--- config.mk ---
export PLATFORM = sky130hd
export DESIGN_NAME = uart_pixel_feeder_flat
export DESIGN_NICKNAME = d
export VERILOG_FILES = /design/src/rtl/lcd_pkg.sv /design/src/rtl/uart_pixel_feeder_if.sv /design/src/rtl/uart_rx_8n1.sv /design/src/rtl/uart_pixel_feeder.sv /design/src/flat_wrapper.sv
export SDC_FILE = /design/constraint.sdc
export NUM_CORES = 1
export LEC_CHECK = 0
export ABC_AREA = 1
export ABC_CLOCK_PERIOD_IN_PS = 2900
export BUFFER_PORTS_ARGS = -buffer_cell sky130_fd_sc_hd__buf_2
export CORE_MARGIN = 5
export CORE_UTILIZATION = 35
export DETAILED_ROUTE_END_ITERATION = 7
export PLACE_DENSITY_LB_ADDON = 0.2
export SYNTH_ARGS = -nofsm -noshare
export SYNTH_HDL_FRONTEND = slang
export SYNTH_SLANG_ARGS = --single-unit
--- constraint.sdc ---
create_clock -name clk -period 2.9 [get_ports clk]
set_input_delay 0.58 -clock clk [delete_from_list [all_inputs] [get_ports clk]]
set_output_delay 0.58 -clock clk [all_outputs]
set_load 0.05 [all_outputs]
--- src/rtl/lcd_pkg.sv ---
`default_nettype none
// ============================================================================
//  Module      : lcd_pkg
//  Description : Shared LCD constants, pixel types and UART receiver states
//                for the 240x135 RGB565 panel datapath.
//  Revision    : 1.0 - initial release
// ============================================================================
package lcd_pkg;

  localparam int LCD_W                = 240;
  localparam int LCD_H                = 135;
  localparam int FRAME_PIXELS_DEFAULT = LCD_W * LCD_H;

  typedef logic [15:0] pixel_t;

  localparam pixel_t RGB_RED   = 16'hF800;
  localparam pixel_t RGB_GREEN = 16'h07E0;
  localparam pixel_t RGB_BLUE  = 16'h001F;

  // One pixel FIFO entry with its frame markers
  typedef struct packed {
    logic   first;
    logic   last;
    pixel_t data;
  } pix_entry_t;

  // UART receiver states; RX_WAIT parks after a framing error until the line is high
  typedef enum logic [2:0] {
    RX_IDLE  = 3'd0,
    RX_START = 3'd1,
    RX_DATA  = 3'd2,
    RX_STOP  = 3'd3,
    RX_WAIT  = 3'd4
  } rx_state_t;

endpackage
`default_nettype wire

--- src/rtl/uart_pixel_feeder_if.sv ---
`default_nettype none
// ============================================================================
//  Module      : uart_pixel_feeder_if
//  Description : Valid/ready RGB565 pixel stream with frame markers.
//  Revision    : 1.0 - initial release
// ============================================================================
interface uart_pixel_feeder_if;
  import lcd_pkg::*;

  pixel_t pix_data;
  logic   pix_first;
  logic   pix_last;
  logic   pix_valid;
  logic   pix_ready;

  modport master (
    output pix_data, pix_first, pix_last, pix_valid,
    input  pix_ready
  );

  modport slave (
    input  pix_data, pix_first, pix_last, pix_valid,
    output pix_ready
  );

endinterface
`default_nettype wire

--- src/rtl/uart_rx_8n1.sv ---
`default_nettype none
// ============================================================================
//  Module      : uart_rx_8n1
//  Description : 8N1 UART receiver with 2-FF input synchroniser, mid-bit
//                sampling, false-start rejection and framing-error detect.
//  Revision    : 1.0 - initial release
// ============================================================================
module uart_rx_8n1
  import lcd_pkg::*;
#(
  parameter int CLK_HZ = 27000000,
  parameter int BAUD   = 115200
) (
  input  wire logic       clk,
  input  wire logic       resetn,
  input  wire logic       ser_rx,
  output logic            rx_sync,
  output logic            byte_valid,
  output logic [7:0]      byte_data,
  output logic            frame_err
);

  localparam int c_div   = CLK_HZ / BAUD;
  localparam int c_half  = c_div / 2;
  localparam int c_cnt_w = (c_div > 2) ? $clog2(c_div) : 1;

  logic              r_sync1, r_sync2, r_prev;
  rx_state_t         r_state, w_state_nx;
  logic [c_cnt_w-1:0] r_cnt, w_cnt_nx;
  logic [2:0]        r_bit, w_bit_nx;
  logic [7:0]        r_shift, w_shift_nx;
  logic              r_byte_valid, w_byte_valid_nx;
  logic              r_frame_err, w_frame_err_nx;

  // Bring the asynchronous line into the clock domain; idle level is high
  always_ff @(posedge clk or negedge resetn) begin
    if (!resetn) begin
      r_sync1 <= 1'b1;
      r_sync2 <= 1'b1;
      r_prev  <= 1'b1;
    end else begin
      r_sync1 <= ser_rx;
      r_sync2 <= r_sync1;
      r_prev  <= r_sync2;
    end
  end

  // Receiver state, baud counter, bit index, shift register and output pulses
  always_ff @(posedge clk or negedge resetn) begin
    if (!resetn) begin
      r_state      <= RX_IDLE;
      r_cnt        <= '0;
      r_bit        <= '0;
      r_shift      <= '0;
      r_byte_valid <= 1'b0;
      r_frame_err  <= 1'b0;
    end else begin
      r_state      <= w_state_nx;
      r_cnt        <= w_cnt_nx;
      r_bit        <= w_bit_nx;
      r_shift      <= w_shift_nx;
      r_byte_valid <= w_byte_valid_nx;
      r_frame_err  <= w_frame_err_nx;
    end
  end

  // Next-state logic: half-bit start check, then one sample per full bit period
  always_comb begin
    w_state_nx      = r_state;
    w_cnt_nx        = r_cnt + 1'b1;
    w_bit_nx        = r_bit;
    w_shift_nx      = r_shift;
    w_byte_valid_nx = 1'b0;
    w_frame_err_nx  = 1'b0;
    case (r_state)
      RX_IDLE: begin
        w_cnt_nx = '0;
        if (r_prev && !r_sync2) w_state_nx = RX_START;
      end
      RX_START: begin
        if (r_cnt == c_cnt_w'(c_half - 1)) begin
          w_cnt_nx   = '0;
          w_bit_nx   = '0;
          w_state_nx = r_sync2 ? RX_IDLE : RX_DATA;
        end
      end
      RX_DATA: begin
        if (r_cnt == c_cnt_w'(c_div - 1)) begin
          w_cnt_nx   = '0;
          w_shift_nx = {r_sync2, r_shift[7:1]};
          w_bit_nx   = r_bit + 1'b1;
          if (r_bit == 3'd7) w_state_nx = RX_STOP;
        end
      end
      RX_STOP: begin
        if (r_cnt == c_cnt_w'(c_div - 1)) begin
          w_cnt_nx = '0;
          if (r_sync2) begin
            w_byte_valid_nx = 1'b1;
            w_state_nx      = RX_IDLE;
          end else begin
            w_frame_err_nx  = 1'b1;
            w_state_nx      = RX_WAIT;
          end
        end
      end
      RX_WAIT: begin
        w_cnt_nx = '0;
        if (r_sync2) w_state_nx = RX_IDLE;
      end
      default: begin
        w_cnt_nx   = '0;
        w_state_nx = RX_IDLE;
      end
    endcase
  end

  assign rx_sync    = r_sync2;
  assign byte_valid = r_byte_valid;
  assign byte_data  = r_shift;
  assign frame_err  = r_frame_err;

endmodule
`default_nettype wire

--- src/rtl/uart_pixel_feeder.sv ---
`default_nettype none
// ============================================================================
//  Module      : uart_pixel_feeder
//  Description : UART frame receiver that packs byte pairs into RGB565
//                pixels, buffers them in a FIFO and streams them out with
//                frame first/last markers.
//  Revision    : 1.0 - initial release
// ============================================================================
module uart_pixel_feeder
  import lcd_pkg::*;
#(
  parameter int CLK_HZ       = 27000000,
  parameter int BAUD         = 115200,
  parameter int FIFO_DEPTH   = 64,
  parameter int FRAME_PIXELS = FRAME_PIXELS_DEFAULT,
  parameter int GAP_BITS     = 20
) (
  input  wire logic          clk,
  input  wire logic          resetn,
  input  wire logic          ser_rx,
  uart_pixel_feeder_if.master pix,
  output logic               overflow,
  output logic               rx_err,
  input  wire logic          clear_err
);

  localparam int c_div     = CLK_HZ / BAUD;
  localparam int c_gap_cyc = GAP_BITS * c_div;
  localparam int c_idle_w  = $clog2(c_gap_cyc + 1);
  localparam int c_cnt_w   = (FRAME_PIXELS > 1) ? $clog2(FRAME_PIXELS) : 1;
  localparam int c_ptr_w   = $clog2(FIFO_DEPTH);

  logic        w_rx_sync, w_byte_valid, w_frame_err;
  logic [7:0]  w_byte_data;

  uart_rx_8n1 #(
    .CLK_HZ (CLK_HZ),
    .BAUD   (BAUD)
  ) u_rx (
    .clk        (clk),
    .resetn     (resetn),
    .ser_rx     (ser_rx),
    .rx_sync    (w_rx_sync),
    .byte_valid (w_byte_valid),
    .byte_data  (w_byte_data),
    .frame_err  (w_frame_err)
  );

  logic                r_phase;
  logic [7:0]          r_hi;
  logic [c_cnt_w-1:0]  r_pix_cnt;
  logic [c_idle_w-1:0] r_idle_cnt;
  logic                w_resync, w_push, w_pix_last;
  pix_entry_t          w_entry;

  logic [c_ptr_w:0]    r_wr, r_rd, w_rd_nx;
  pix_entry_t          r_mem [FIFO_DEPTH];
  pix_entry_t          r_out;
  logic                r_valid, w_valid_nx;
  logic                w_pop, w_full, w_wr_en, w_drop;
  logic                r_overflow, r_rx_err;

  assign w_pix_last = (r_pix_cnt == c_cnt_w'(FRAME_PIXELS - 1));
  assign w_resync   = (r_idle_cnt == c_idle_w'(c_gap_cyc)) && (r_phase || (r_pix_cnt != '0));
  assign w_push     = w_byte_valid && r_phase && !w_resync;

  // Build the FIFO entry from the stored high byte and the incoming low byte
  always_comb begin
    w_entry.first = (r_pix_cnt == '0);
    w_entry.last  = w_pix_last;
    w_entry.data  = {r_hi, w_byte_data};
  end

  // Count high line samples; a long enough gap realigns the frame
  always_ff @(posedge clk or negedge resetn) begin
    if (!resetn) begin
      r_idle_cnt <= '0;
    end else if (!w_rx_sync) begin
      r_idle_cnt <= '0;
    end else if (r_idle_cnt != c_idle_w'(c_gap_cyc)) begin
      r_idle_cnt <= r_idle_cnt + 1'b1;
    end
  end

  // Byte-pair packer and frame pixel counter; dropped pixels still advance the count
  always_ff @(posedge clk or negedge resetn) begin
    if (!resetn) begin
      r_phase   <= 1'b0;
      r_hi      <= '0;
      r_pix_cnt <= '0;
    end else if (w_resync) begin
      r_phase   <= 1'b0;
      r_pix_cnt <= '0;
    end else if (w_byte_valid) begin
      if (!r_phase) begin
        r_hi    <= w_byte_data;
        r_phase <= 1'b1;
      end else begin
        r_phase   <= 1'b0;
        r_pix_cnt <= w_pix_last ? '0 : r_pix_cnt + 1'b1;
      end
    end
  end

  // The head entry stays in the FIFO until it is transferred, so the output
  // register never adds capacity beyond FIFO_DEPTH
  assign w_pop      = r_valid && pix.pix_ready;
  assign w_full     = (r_wr[c_ptr_w] != r_rd[c_ptr_w]) &&
                      (r_wr[c_ptr_w-1:0] == r_rd[c_ptr_w-1:0]);
  assign w_wr_en    = w_push && (!w_full || w_pop);
  assign w_drop     = w_push && w_full && !w_pop;
  assign w_rd_nx    = r_rd + (c_ptr_w + 1)'(w_pop);
  assign w_valid_nx = (r_wr != w_rd_nx);

  // FIFO storage, written only when the entry is accepted
  always_ff @(posedge clk) begin
    if (w_wr_en) r_mem[r_wr[c_ptr_w-1:0]] <= w_entry;
  end

  // Pointers and registered first-word-fall-through output stage
  always_ff @(posedge clk or negedge resetn) begin
    if (!resetn) begin
      r_wr    <= '0;
      r_rd    <= '0;
      r_valid <= 1'b0;
      r_out   <= '0;
    end else begin
      if (w_wr_en) r_wr <= r_wr + 1'b1;
      r_rd    <= w_rd_nx;
      r_valid <= w_valid_nx;
      if (w_valid_nx) r_out <= r_mem[w_rd_nx[c_ptr_w-1:0]];
    end
  end

  // Sticky error flags; a clear wins over a same-cycle set
  always_ff @(posedge clk or negedge resetn) begin
    if (!resetn) begin
      r_overflow <= 1'b0;
      r_rx_err   <= 1'b0;
    end else if (clear_err) begin
      r_overflow <= 1'b0;
      r_rx_err   <= 1'b0;
    end else begin
      if (w_drop)      r_overflow <= 1'b1;
      if (w_frame_err) r_rx_err   <= 1'b1;
    end
  end

  assign pix.pix_data  = r_out.data;
  assign pix.pix_first = r_out.first;
  assign pix.pix_last  = r_out.last;
  assign pix.pix_valid = r_valid;
  assign overflow      = r_overflow;
  assign rx_err        = r_rx_err;

endmodule
`default_nettype wire

--- src/flat_wrapper.sv ---
// flat-port wrapper written by rule: the top's interface ports become plain ports
module uart_pixel_feeder_flat import lcd_pkg::*;
#(
  parameter int CLK_HZ       = 27000000,
  parameter int BAUD         = 115200,
  parameter int FIFO_DEPTH   = 64,
  parameter int FRAME_PIXELS = FRAME_PIXELS_DEFAULT,
  parameter int GAP_BITS     = 20
)
  (clk, resetn, ser_rx, overflow, rx_err, clear_err, pix_pix_data, pix_pix_first, pix_pix_last, pix_pix_valid, pix_pix_ready);
  uart_pixel_feeder_if pix_i ();
  input  wire logic clk;
  input  wire logic resetn;
  input  wire logic ser_rx;
  output logic overflow;
  output logic rx_err;
  input  wire logic clear_err;
  output wire logic [$bits(pix_i.pix_data)-1:0] pix_pix_data;
  output wire logic [$bits(pix_i.pix_first)-1:0] pix_pix_first;
  output wire logic [$bits(pix_i.pix_last)-1:0] pix_pix_last;
  output wire logic [$bits(pix_i.pix_valid)-1:0] pix_pix_valid;
  input wire logic [$bits(pix_i.pix_ready)-1:0] pix_pix_ready;
  assign pix_pix_data = pix_i.pix_data;
  assign pix_pix_first = pix_i.pix_first;
  assign pix_pix_last = pix_i.pix_last;
  assign pix_pix_valid = pix_i.pix_valid;
  assign pix_i.pix_ready = pix_pix_ready;
  uart_pixel_feeder #(.CLK_HZ(CLK_HZ), .BAUD(BAUD), .FIFO_DEPTH(FIFO_DEPTH), .FRAME_PIXELS(FRAME_PIXELS), .GAP_BITS(GAP_BITS)) u_core (.clk(clk), .resetn(resetn), .ser_rx(ser_rx), .pix(pix_i), .overflow(overflow), .rx_err(rx_err), .clear_err(clear_err));
endmodule
==> metrics <==
status finished clean; sum of negative setup slack 0 ns; CP arrival about 3.5 ns; worst skew pair latency 0.77 ns; Final setup viols 0; Least-Margin Pin Slew 1.077 ns; Leakage Power 26.44 nW; maxcap violations 0; Finished Layout Cells 7412; Clk pin slew, worst setup/hold paths around 0.06 ns; DRT iter0 DRCs 3023; drt pass-1 iters 7; peak supply drop 0.6982 mV; Synth Flop Type edfxtp_1; DR DRC count 0; Core ar. 150100 um^2; cells after synthesis 4988; mean post-synth cell area 10.62 um^2; via count 36290; fmax 0.3579 GHz; largest net degree at the start of global routing 65; pwr/cell area 984.9 nW/um^2; Critical path origin u_core.pix.pix_valid; num ports 26; CP max stage delay 0.45 ns; Hold Fails Final Rpt 0; die area 159300 um^2; Slowest cell on crit path dfrtp_2; setup ws final around 0.11 ns; mapped cell area 52990 um^2; Tcrit/Tclk final a little over nine tenths; Worst Setup Start Kind flop; Seq/Total Area, Yosys roughly 70%; RD Place Congestion 0.8187; yosys warns 0; mean number of vias per cell 4.896; r2r worst-path depth 15; antenna diode count 0; crit end category flop; Die Wd 399.1 um; number of core rows 142; number of buffers created by CTS 139; synthesis-stage register bit count about 1300; most frequent CP cell nand3_1; worst r2r src u_core.pix.pix_valid; worst-case clock buffer depth 3; HP Start u_core.u_rx.r_sync1; syn_nets about 5000; Post-synth EDFFs 1152; die height 399.1 um; fin. max-slew vios 0; first-pass GRT wire length 232000 um; Remaining Overflow, GRT 0; Hold Crit Class reg -> reg; hpwl dp roughly 97000 um; initial core utilization 35.30%; Place WS -0.5029 ns; CTS H-tree depth 4; Netlist cell types 41; crit-path max FO 37; total wire length approximately 160000 um; CP required 3.60 ns; wire per inst 21.15 um; CP Cell Sequence nand2_4, inv_1, ha_4, ha_4, buf_4, buf_12, buf_4, nand3_1, nand3_1, nand3_1, nand3_1, nand3_1, nand2_1, nand2_1, nand2_1; Nets around 5300; TritonCTS clock tree built; clk_skew between 0.02 and 0.03 ns; Placed Instances 7157; WHS Path Cells 0; Total Routing Usage GR slightly below 20%; Slew headroom between 20% and 30%; layout cells sized above 1 13.40%; initial antenna violation count 6; number of buffers added on ports 25; Crit Path Class reg -> reg; synth-to-layout area growth 20.75%; Period minus WS final 2.794 ns; CTS Root Cell clkbuf_16; Synth async-reset ratio under 10%; vias in the first global route 35194; clock sink total 1251; Post-DRT Antenna Nets 0
metrics by stage:
| stage | util [%] | cell area, um^2 | total power [mW] | hold slack, ns |
|---|---|---|---|---|
| 2_1_floorplan | - | 52990 | 33.77 | 0.2844 |
| 3_3_place_gp | 39.62 | 59480 | 46.32 | 0.3484 |
| 3_5_place_dp | 39.62 | 59480 | 46.30 | 0.3476 |
| 4_1_cts | 42.53 | 63850 | 63.30 | 0.3442 |
| 5_1_grt | 42.62 | 63990 | 66.27 | 0.3600 |
| 6_report | 42.62 | 63990 | 63.03 | 0.3549 |
cell type report:
| cell class | instances | area, um^2 |
|---|---|---|
| Fill cell | 14079 | 86140 |
| Sequential cell | 1251 | 37100 |
| Multi-Input combinational cell | 2994 | 13270 |
| Timing Repair Buffer | 420 | 4997 |
| Clock buffer | 188 | 3774 |
| Tap cell | 2016 | 2522 |
| Inverter | 482 | 1838 |
| Clock inverter | 61 | 494.2 |
registers in the layout, indices dropped and copies added, names as in the netlist, 3 cells and up:
signal                 cells
u_core.u_rx.r_state        3
u_core.u_rx.byte_data      8
u_core.r_idle_cnt         13
u_core.u_rx.r_cnt          8
u_core.r_mem            1152
u_core.u_rx.r_bit          3
u_core.r_wr                7
u_core.r_hi                8
u_core.r_pix_cnt          15
u_core.pix.pix_data       16
u_core.r_rd                7
cell usage after synthesis, drive strengths merged (12+ instances only):
master     n  share of area (%)
o211ai    28               0.40
o21ai    136                1.3
nor3      13               0.15
xor2      19               0.36
a21oi     15               0.14
nand3    774                7.3
nor2     265                1.9
inv      481                3.4
ha        12               0.28
dfrtp     96                4.5
buf      147                1.4
clkbuf   114               0.81
nand4     22               0.26
edfxtp  1152                 65
nand2   1688                 12
layer usage:
| metal | share of wire [%] | global-route usage, % | vias up | wire, um |
|---|---|---|---|---|
| met5 | 0.013 | 0 | - | 21 |
| met4 | 2.2 | 5.100 | 4 | 3447 |
| met3 | 5.7 | 3.020 | 204 | 8940 |
| met2 | 47 | 31.68 | 934 | 73700 |
| met1 | 45 | 27.40 | 17876 | 70660 |
| li1 | - | - | 17272 | - |
where the power goes:
group	total [mW]	internal, mW	switching, mW	leakage, nW
clock	16.7	9.65	7.09	2.08
sequential	20.0	19.7	0.318	14.3
combinational	26.3	9.45	16.9	10.1
repair_timing:
| action | in CTS | in global routing |
|---|---|---|
| gates resized for setup | 15 | 16 |
| buffers inserted | 0 | 1 |
| pin swaps | 0 | 2 |
| hold buffers | 3 | 0 |
| cloned | 0 | 2 |
| endpoints found under the hold margin | 99 | 0 |
| endpoints found under the setup margin | 16 | 117 |
final timing paths:
| path | to | slack [ns] |
|---|---|---|
| worst max-delay path | u_core.pix.pix_data[2] | 0.11 |
| worst min-delay path | u_core.u_rx.rx_sync | 0.35 |
| worst max register to register | u_core.pix.pix_data[2] | 0.11 |
| worst min register to register | u_core.u_rx.rx_sync | 0.35 |
| max in group asynchronous | u_core.u_rx.r_sync1 | 2.08 |
| min in group asynchronous | u_core.u_rx.r_cnt[3] | 0.36 |
kinds of logic (layout without fill, tap and decap cells):
| family | Yosys count | in the layout | share of synthesized area (%) |
|---|---|---|---|
| and+or+nand+nor | 2773 | 2773 | 21.74 |
| DFF | 1251 | 1251 | 69.96 |
| buffers and inverters | 743 | 1151 | 5.629 |
| AOI/OAI and AO/OA | 184 | 184 | 1.891 |
| xor gates and xnor gates | 25 | 25 | 0.4982 |
| adders and majority gates | 12 | 12 | 0.2833 |
worst max-delay path: cells and delay by family, from the launching register on:
family                     cells  cell delay, ns
DFF                            1            0.45
and+or+nand+nor                9            1.10
buffers and inverters          4            0.66
adders and majority gates      2            0.51
cell usage in the layout, fill, tap and decap left out, types with 22 or more instances in the layout:
master,n
nand3_1,758
nand4_1,22
nand2_1,1685
inv_1,474
clkbuf_16,142
buf_2,24
nor2_2,65
o21ai_0,136
buf_12,145
clkbuf_1,39
dfrtp_1,79
buf_4,242
edfxtp_1,1152
nor2_1,199
clkinv_1,27
o211ai_1,28
No activity file was read; power rests on OpenSTA's default activity.
